==> src/rtl/alu_pkg.sv <==
// Shared definitions for the multi-cycle ALU: op codes, FSM states and
// the mode encoding used by the iterative multiply/divide engine.
package alu_pkg;

  localparam logic [3:0] OP_ADD      = 4'd1;
  localparam logic [3:0] OP_SUB      = 4'd2;
  localparam logic [3:0] OP_MUL      = 4'd3;
  localparam logic [3:0] OP_MOD      = 4'd4;
  localparam logic [3:0] OP_PASSATOC = 4'd5;
  localparam logic [3:0] OP_PASSBTOC = 4'd6;
  localparam logic [3:0] OP_INCAC    = 4'd7;
  localparam logic [3:0] OP_DECAC    = 4'd8;
  localparam logic [3:0] OP_RESET    = 4'd9;
  localparam logic [3:0] OP_DIV      = 4'd10;

  typedef enum logic [1:0] {
    IDLE,
    EXEC,
    ITER
  } state_t;

  localparam logic [1:0] MD_MUL = 2'd0;
  localparam logic [1:0] MD_DIV = 2'd1;
  localparam logic [1:0] MD_MOD = 2'd2;

  function automatic logic is_iter_op(input logic [3:0] op);
    return (op == OP_MUL) || (op == OP_DIV) || (op == OP_MOD);
  endfunction

  function automatic logic [1:0] op_mode(input logic [3:0] op);
    logic [1:0] m;
    case (op)
      OP_DIV:  m = MD_DIV;
      OP_MOD:  m = MD_MOD;
      default: m = MD_MUL;
    endcase
    return m;
  endfunction

endpackage

==> src/rtl/alu_muldiv_seq.sv <==
// Iterative engine: shift-add multiply and restoring divide, one bit per
// cycle, WIDTH iterations counted down from WIDTH-1 to 0.
module alu_muldiv_seq
  import alu_pkg::*;
#(
  parameter int WIDTH = 32,
  parameter int CNT_W = $clog2(WIDTH) + 1
) (
  input  logic             clk,
  input  logic             rst,
  input  logic             load,
  input  logic [1:0]       mode,
  input  logic [WIDTH-1:0] a,
  input  logic [WIDTH-1:0] b,
  output logic [WIDTH-1:0] result,
  output logic             dz,
  output logic             last
);

  logic             busy;
  logic [CNT_W-1:0] cnt;
  logic [1:0]       mode_r;
  logic [WIDTH-1:0] acc;
  logic [WIDTH-1:0] sreg;
  logic [WIDTH-1:0] breg;
  logic             dz_r;

  logic [WIDTH-1:0] acc_nxt;
  logic [WIDTH-1:0] sreg_nxt;
  logic [WIDTH-1:0] breg_nxt;
  logic [WIDTH:0]   rem_sh;
  logic [WIDTH:0]   diff;

  // acc is the product accumulator (MUL) or partial remainder (DIV/MOD);
  // sreg holds the multiplier or the dividend shifting out / quotient in.
  always_comb begin
    acc_nxt  = acc;
    sreg_nxt = sreg;
    breg_nxt = breg;
    rem_sh   = '0;
    diff     = '0;
    if (mode_r == MD_MUL) begin
      if (sreg[0]) acc_nxt = acc + breg;
      breg_nxt = breg << 1;
      sreg_nxt = sreg >> 1;
    end else begin
      rem_sh = {acc, sreg[WIDTH-1]};
      diff   = rem_sh - {1'b0, breg};
      if (!diff[WIDTH]) begin
        acc_nxt  = diff[WIDTH-1:0];
        sreg_nxt = {sreg[WIDTH-2:0], 1'b1};
      end else begin
        acc_nxt  = rem_sh[WIDTH-1:0];
        sreg_nxt = {sreg[WIDTH-2:0], 1'b0};
      end
    end
  end

  always_ff @(posedge clk) begin
    if (rst) begin
      busy   <= 1'b0;
      cnt    <= '0;
      mode_r <= MD_MUL;
      acc    <= '0;
      sreg   <= '0;
      breg   <= '0;
      dz_r   <= 1'b0;
      last   <= 1'b0;
    end else begin
      last <= 1'b0;
      if (load) begin
        busy   <= 1'b1;
        cnt    <= CNT_W'(WIDTH - 1);
        mode_r <= mode;
        acc    <= '0;
        sreg   <= (mode == MD_MUL) ? b : a;
        breg   <= (mode == MD_MUL) ? a : b;
        dz_r   <= (mode != MD_MUL) && (b == '0);
      end else if (busy) begin
        acc  <= acc_nxt;
        sreg <= sreg_nxt;
        breg <= breg_nxt;
        if (cnt == '0) begin
          busy <= 1'b0;
          last <= 1'b1;
        end else begin
          cnt <= cnt - {{(CNT_W-1){1'b0}}, 1'b1};
        end
      end
    end
  end

  // Divide by zero still runs full length; the result is forced here.
  always_comb begin
    case (mode_r)
      MD_DIV:  result = dz_r ? '1 : sreg;
      MD_MOD:  result = dz_r ? '0 : acc;
      default: result = acc;
    endcase
  end

  assign dz = dz_r;

endmodule

==> src/rtl/alu_multicycle.sv <==
// Multi-cycle ALU with start/done handshake; single-cycle ops finish in one
// cycle, MUL/DIV/MOD in WIDTH+1 cycles via alu_muldiv_seq.
//   state | meaning
//   IDLE  | ready, waiting for start
//   EXEC  | single-cycle op, result written on next edge
//   ITER  | waiting for the iterative engine to finish
module alu_multicycle
  import alu_pkg::*;
#(
  parameter int WIDTH = 32,
  parameter int CNT_W = $clog2(WIDTH) + 1
) (
  input  logic             clk,
  input  logic             rst,
  input  logic             start,
  input  logic [3:0]       control,
  input  logic [WIDTH-1:0] a_bus,
  input  logic [WIDTH-1:0] b_bus,
  output logic             ready,
  output logic             done,
  output logic [WIDTH-1:0] c_bus,
  output logic             z_flag,
  output logic             c_flag,
  output logic             dz_flag
);

  state_t           state, state_nxt;
  logic [3:0]       op_r;
  logic [WIDTH-1:0] a_r, b_r;

  logic             done_nxt;
  logic             wr_c;
  logic [WIDTH-1:0] c_nxt;
  logic             z_nxt, cf_nxt, dz_nxt;
  logic             seq_load;
  logic [WIDTH-1:0] seq_result;
  logic             seq_dz;
  logic             seq_last;

  logic [WIDTH:0]   sum_w, dif_w, inc_w, dec_w;
  localparam logic [WIDTH:0] ONE_W = {{WIDTH{1'b0}}, 1'b1};

  alu_muldiv_seq #(
    .WIDTH (WIDTH),
    .CNT_W (CNT_W)
  ) u_seq (
    .clk    (clk),
    .rst    (rst),
    .load   (seq_load),
    .mode   (op_mode(control)),
    .a      (a_bus),
    .b      (b_bus),
    .result (seq_result),
    .dz     (seq_dz),
    .last   (seq_last)
  );

  assign ready = (state == IDLE);

  always_comb begin
    state_nxt = state;
    done_nxt  = 1'b0;
    seq_load  = 1'b0;
    wr_c      = 1'b0;
    c_nxt     = c_bus;
    z_nxt     = z_flag;
    cf_nxt    = c_flag;
    dz_nxt    = dz_flag;
    sum_w     = {1'b0, a_r} + {1'b0, b_r};
    dif_w     = {1'b0, a_r} - {1'b0, b_r};
    inc_w     = {1'b0, a_r} + ONE_W;
    dec_w     = {1'b0, a_r} - ONE_W;
    case (state)
      IDLE: begin
        if (start) begin
          if (is_iter_op(control)) begin
            state_nxt = ITER;
            seq_load  = 1'b1;
          end else begin
            state_nxt = EXEC;
          end
        end
      end
      EXEC: begin
        state_nxt = IDLE;
        done_nxt  = 1'b1;
        wr_c      = 1'b1;
        dz_nxt    = 1'b0;
        case (op_r)
          OP_ADD:      {cf_nxt, c_nxt} = sum_w;
          OP_SUB:      {cf_nxt, c_nxt} = dif_w;
          OP_INCAC:    {cf_nxt, c_nxt} = inc_w;
          OP_DECAC:    {cf_nxt, c_nxt} = dec_w;
          OP_PASSATOC: c_nxt = a_r;
          OP_PASSBTOC: c_nxt = b_r;
          OP_RESET:    c_nxt = '0;
          default: begin
            // undefined op: handshake only, architectural state untouched
            wr_c   = 1'b0;
            dz_nxt = dz_flag;
          end
        endcase
      end
      ITER: begin
        if (seq_last) begin
          state_nxt = IDLE;
          done_nxt  = 1'b1;
          wr_c      = 1'b1;
          c_nxt     = seq_result;
          dz_nxt    = seq_dz;
        end
      end
      default: state_nxt = IDLE;
    endcase
    if (wr_c) z_nxt = (c_nxt == '0);
  end

  always_ff @(posedge clk) begin
    if (rst) begin
      state   <= IDLE;
      done    <= 1'b0;
      c_bus   <= '0;
      z_flag  <= 1'b0;
      c_flag  <= 1'b0;
      dz_flag <= 1'b0;
      op_r    <= '0;
      a_r     <= '0;
      b_r     <= '0;
    end else begin
      state   <= state_nxt;
      done    <= done_nxt;
      c_bus   <= c_nxt;
      z_flag  <= z_nxt;
      c_flag  <= cf_nxt;
      dz_flag <= dz_nxt;
      if (state == IDLE && start) begin
        op_r <= control;
        a_r  <= a_bus;
        b_r  <= b_bus;
      end
    end
  end

endmodule
==> config.mk <==
export PLATFORM = sky130hd
export DESIGN_NAME = alu_multicycle
export DESIGN_NICKNAME = d
export VERILOG_FILES = /design/src/rtl/alu_pkg.sv /design/src/rtl/alu_muldiv_seq.sv /design/src/rtl/alu_multicycle.sv
export SDC_FILE = /design/constraint.sdc
export NUM_CORES = 1
export LEC_CHECK = 0
export ABC_AREA = 1
export CAP_MARGIN = 20
export CORE_MARGIN = 3
export CORE_UTILIZATION = 45
export DETAILED_ROUTE_END_ITERATION = 6
export HOLD_SLACK_MARGIN = 0.12
export PLACE_DENSITY = 0.6
export SLEW_MARGIN = 20
export SYNTH_ARGS = -nofsm -noshare
export SYNTH_HDL_FRONTEND = slang
export SYNTH_SLANG_ARGS = --single-unit
==> constraint.sdc <==
create_clock -name clk -period 8.25 [get_ports clk]
set_clock_uncertainty 0.15 [all_clocks]
set_input_delay 0.825 -clock clk [delete_from_list [all_inputs] [get_ports clk]]
set_output_delay 0.825 -clock clk [all_outputs]
set_load 0.02 [all_outputs]
==> flow_metrics.env <==
export IMPL_place_ws_ns=3.60
export IMPL_numCtsBuffers=28
export IMPL_final_core_util=0.506
export IMPL_place_congestion=1.00
export IMPL_yosysTopAreaCell="dfxtp_1"
export IMPL_syn_nets=4109
export IMPL_ys_types=54
export IMPL_syn_instance_count=3897
export IMPL_num_rows=80
export IMPL_synth_most_common_cell="nand2_1"
export IMPL_grtUsageTotal=0.353
export IMPL_die_area_um2=51600
export IMPL_synth_async_reset_ratio=0
export IMPL_peakVddDrop_v=0.000138
export IMPL_avgRoutedWirePerCell_um=20.7
export IMPL_synth_top_cells_by_count="1124 x nand2_1, 497 x inv_1, 364 x o21ai_0, 359 x a21oi_1, 345 x nor2_1"
export IMPL_fin_crit_sh=0.498
export IMPL_cp_cell_sequence="clkdlybuf4s50_1 > inv_1 > nor2_1 > nand3_1 > nand2_2 > a31oi_1 > inv_1 > nand2_1 > inv_2 > buf_4 > o211ai_1 > o21ai_0 > a21oi_1"
export IMPL_run_status="finished, final reports clean"
export IMPL_cp_slowest_cell="nand2_2"
export IMPL_tightest_slew_ns=1.09
export IMPL_required_ns=8.50
export IMPL_min_period_ns=4.11
export IMPL_slew_limit_headroom=0.271
export IMPL_post_cts_resized=0
export IMPL_via_per_inst=5.69
export IMPL_holdPathStages=2
export IMPL_drv_slew=0
export IMPL_dieHeight_um=227
export IMPL_port_buffers=107
export IMPL_area_growth_pct=10.6
export IMPL_tritoncts="yes"
export IMPL_path_class="in2reg"
export IMPL_ys_ff_latch=213
export IMPL_synthTopCellsByArea="dfxtp_1 19%, nand2_1 19%, inv_1 8.5%"
export IMPL_setup_tns_ns=0
export IMPL_post_cts_buffers=0
export IMPL_htreeDepth=1
export IMPL_final_cells=4517
export IMPL_first_pass_iters=6
export IMPL_grt_max_degree=100
export IMPL_crit_top_cell="inv_1"
export IMPL_clk_pin_slew_worst_paths_ns=0.06
export IMPL_dp_cells=4463
export IMPL_fmax_mhz=243
export IMPL_setup_viol=0
export IMPL_ys_seq_area_frac=0.194
export IMPL_rsz0062_at_grt="false"
export IMPL_synth_edf_count=0
export IMPL_syn_area_um2=22000
export IMPL_io_pins=108
export IMPL_powerDensity_nw_per_um2=164
export IMPL_hold_viol_final=0
export IMPL_start_util=0.458
export IMPL_cts_hold_buf=0
export IMPL_p_leak_nw=11.2
export IMPL_maxCapViolations=0
export IMPL_grt_pass1_wl_um=140000
export IMPL_reg2regPathDepth=24
export IMPL_grt_pass1_vias=23400
export IMPL_dominantRegCellSynth="dfxtp_1"
export IMPL_hold_path_class="reg2reg"
export IMPL_crit_arrival_ns=4.36
export IMPL_fin_hold_ws_ns=0.321
export IMPL_ys_warnings_count=0
export IMPL_cts_root_buffer="clkbuf_16"
export IMPL_start_kind="input pin"
export IMPL_clk_latency_ns=0.58
export IMPL_numClockSinks=213
export IMPL_routed_wl_um=93700
export IMPL_ant_nets=0
export IMPL_vias=25700
export IMPL_synth_top_area_share=0.194
export IMPL_syn_avg_cell_area_um2=5.64
export IMPL_antenna_found_initial=2
export IMPL_worst_path_max_fanout=70
export IMPL_clk_path_buf_depth=3
export IMPL_coreArea_um2=48000
export IMPL_final_nets=4091
export IMPL_die_w_um=227
export IMPL_drive_gt1_frac=0.0341
export IMPL_drc_errors=0
export IMPL_grt_remaining_overflow=0
export IMPL_rrSetupSlack_ns=4.23
export IMPL_final_setup_worst_slack_ns=4.14
export IMPL_dp_hpwl_um=73900
export IMPL_crit_path_max_incr_delay_ns=0.79
export IMPL_crit_path_end_kind="register"
export IMPL_drt_initial_drc_count=2573
==> registers in the layout, indices dropped and copies added, names as in the netlist, 2 cells and up <==
name	flops
c_bus	32
state	2
u_seq.sreg	32
a_r	32
u_seq.cnt	6
u_seq.breg	32
u_seq.mode_r	2
u_seq.acc	32
op_r	4
b_r	32
==> placed cells by master (no fill, tap or decap), types with 18 or more instances in the layout <==
master | Yosys | final
nor2_1 | 345 | 342
nand4_1 | 39 | 39
nand3_1 | 262 | 262
nand2_1 | 1124 | 1122
xnor2_1 | 23 | 23
o211ai_1 | 55 | 55
buf_4 | 3 | 20
ha_1 | 137 | 136
clkbuf_16 | 0 | 29
dfxtp_1 | 213 | 213
o21ai_0 | 364 | 364
inv_1 | 497 | 495
o21bai_1 | 18 | 18
xor2_1 | 29 | 29
a21oi_1 | 359 | 358
a31oi_1 | 66 | 66
clkdlybuf4s50_1 | 0 | 106
nor3_1 | 42 | 42
==> cell families (layout without fill, tap and decap cells) <==
kind of cell | count (synthesis) | after routing | share of synthesized area
XOR/XNOR | 52 | 52 | 0.0207
flip-flops | 213 | 213 | 0.194
AND/OR/NAND/NOR | 1873 | 1873 | 0.351
buffers and inverters | 686 | 690 | 0.121
AO/OA/AOI/OAI | 932 | 932 | 0.232
other | 0 | 1 | 0
adder cells (fa/ha/maj) | 141 | 141 | 0.0816
==> layout make-up <==
| type | instances | area [um^2] |
|---|---|---|
| fillers | 5288 | 23700 |
| multi-input cells | 2998 | 15100 |
| flip-flops and latches | 213 | 4260 |
| inverters | 510 | 1910 |
| repair buffers | 128 | 1240 |
| clock buffers | 40 | 847 |
| well taps | 615 | 769 |
| clock inverters | 12 | 178 |
| diodes | 1 | 2.50 |
==> layer usage <==
| layer | vias up | wire (um) | global-route usage |
|---|---|---|---|
| met5 | - | 12 | 0 |
| met1 | 11700 | 39600 | 0.464 |
| met2 | 1052 | 41900 | 0.570 |
| met4 | 2 | 5750 | 0.189 |
| met3 | 215 | 6460 | 0.0371 |
| li1 | 12700 | - | - |
==> final timing paths <==
path,start,to
worst min-delay path,u_seq.sreg[3],u_seq.sreg[3]
worst min register to register,u_seq.sreg[3],u_seq.sreg[3]
worst max register to register,u_seq.sreg[31],u_seq.acc[29]
worst max-delay path,control[1],u_seq.sreg[5]
==> worst max-delay path, delay by kind of cell <==
kind | cells | cell delay, ns
buf+inv | 5 | 1.74
simple gates | 4 | 1.21
compound gates | 4 | 0.57
==> per-stage QoR <==
step                      total power (W)  instance area [um^2]
final                             0.00398                 24300
after global routing              0.00418                 24300
after CTS                         0.00395                 24300
after detailed placement          0.00258                 23300
after global placement            0.00259                 23300
after floorplan                   0.00215                 22000
==> power breakdown <==
group	switching [W]	leakage [nW]	internal, W
combinational	0.00101	8.92	0.000418
clock	0.000532	0.498	0.000840
sequential	0.0000940	1.74	0.00109
total	0.00163	11.2	0.00235
No activity file was read; power rests on OpenSTA's default activity.
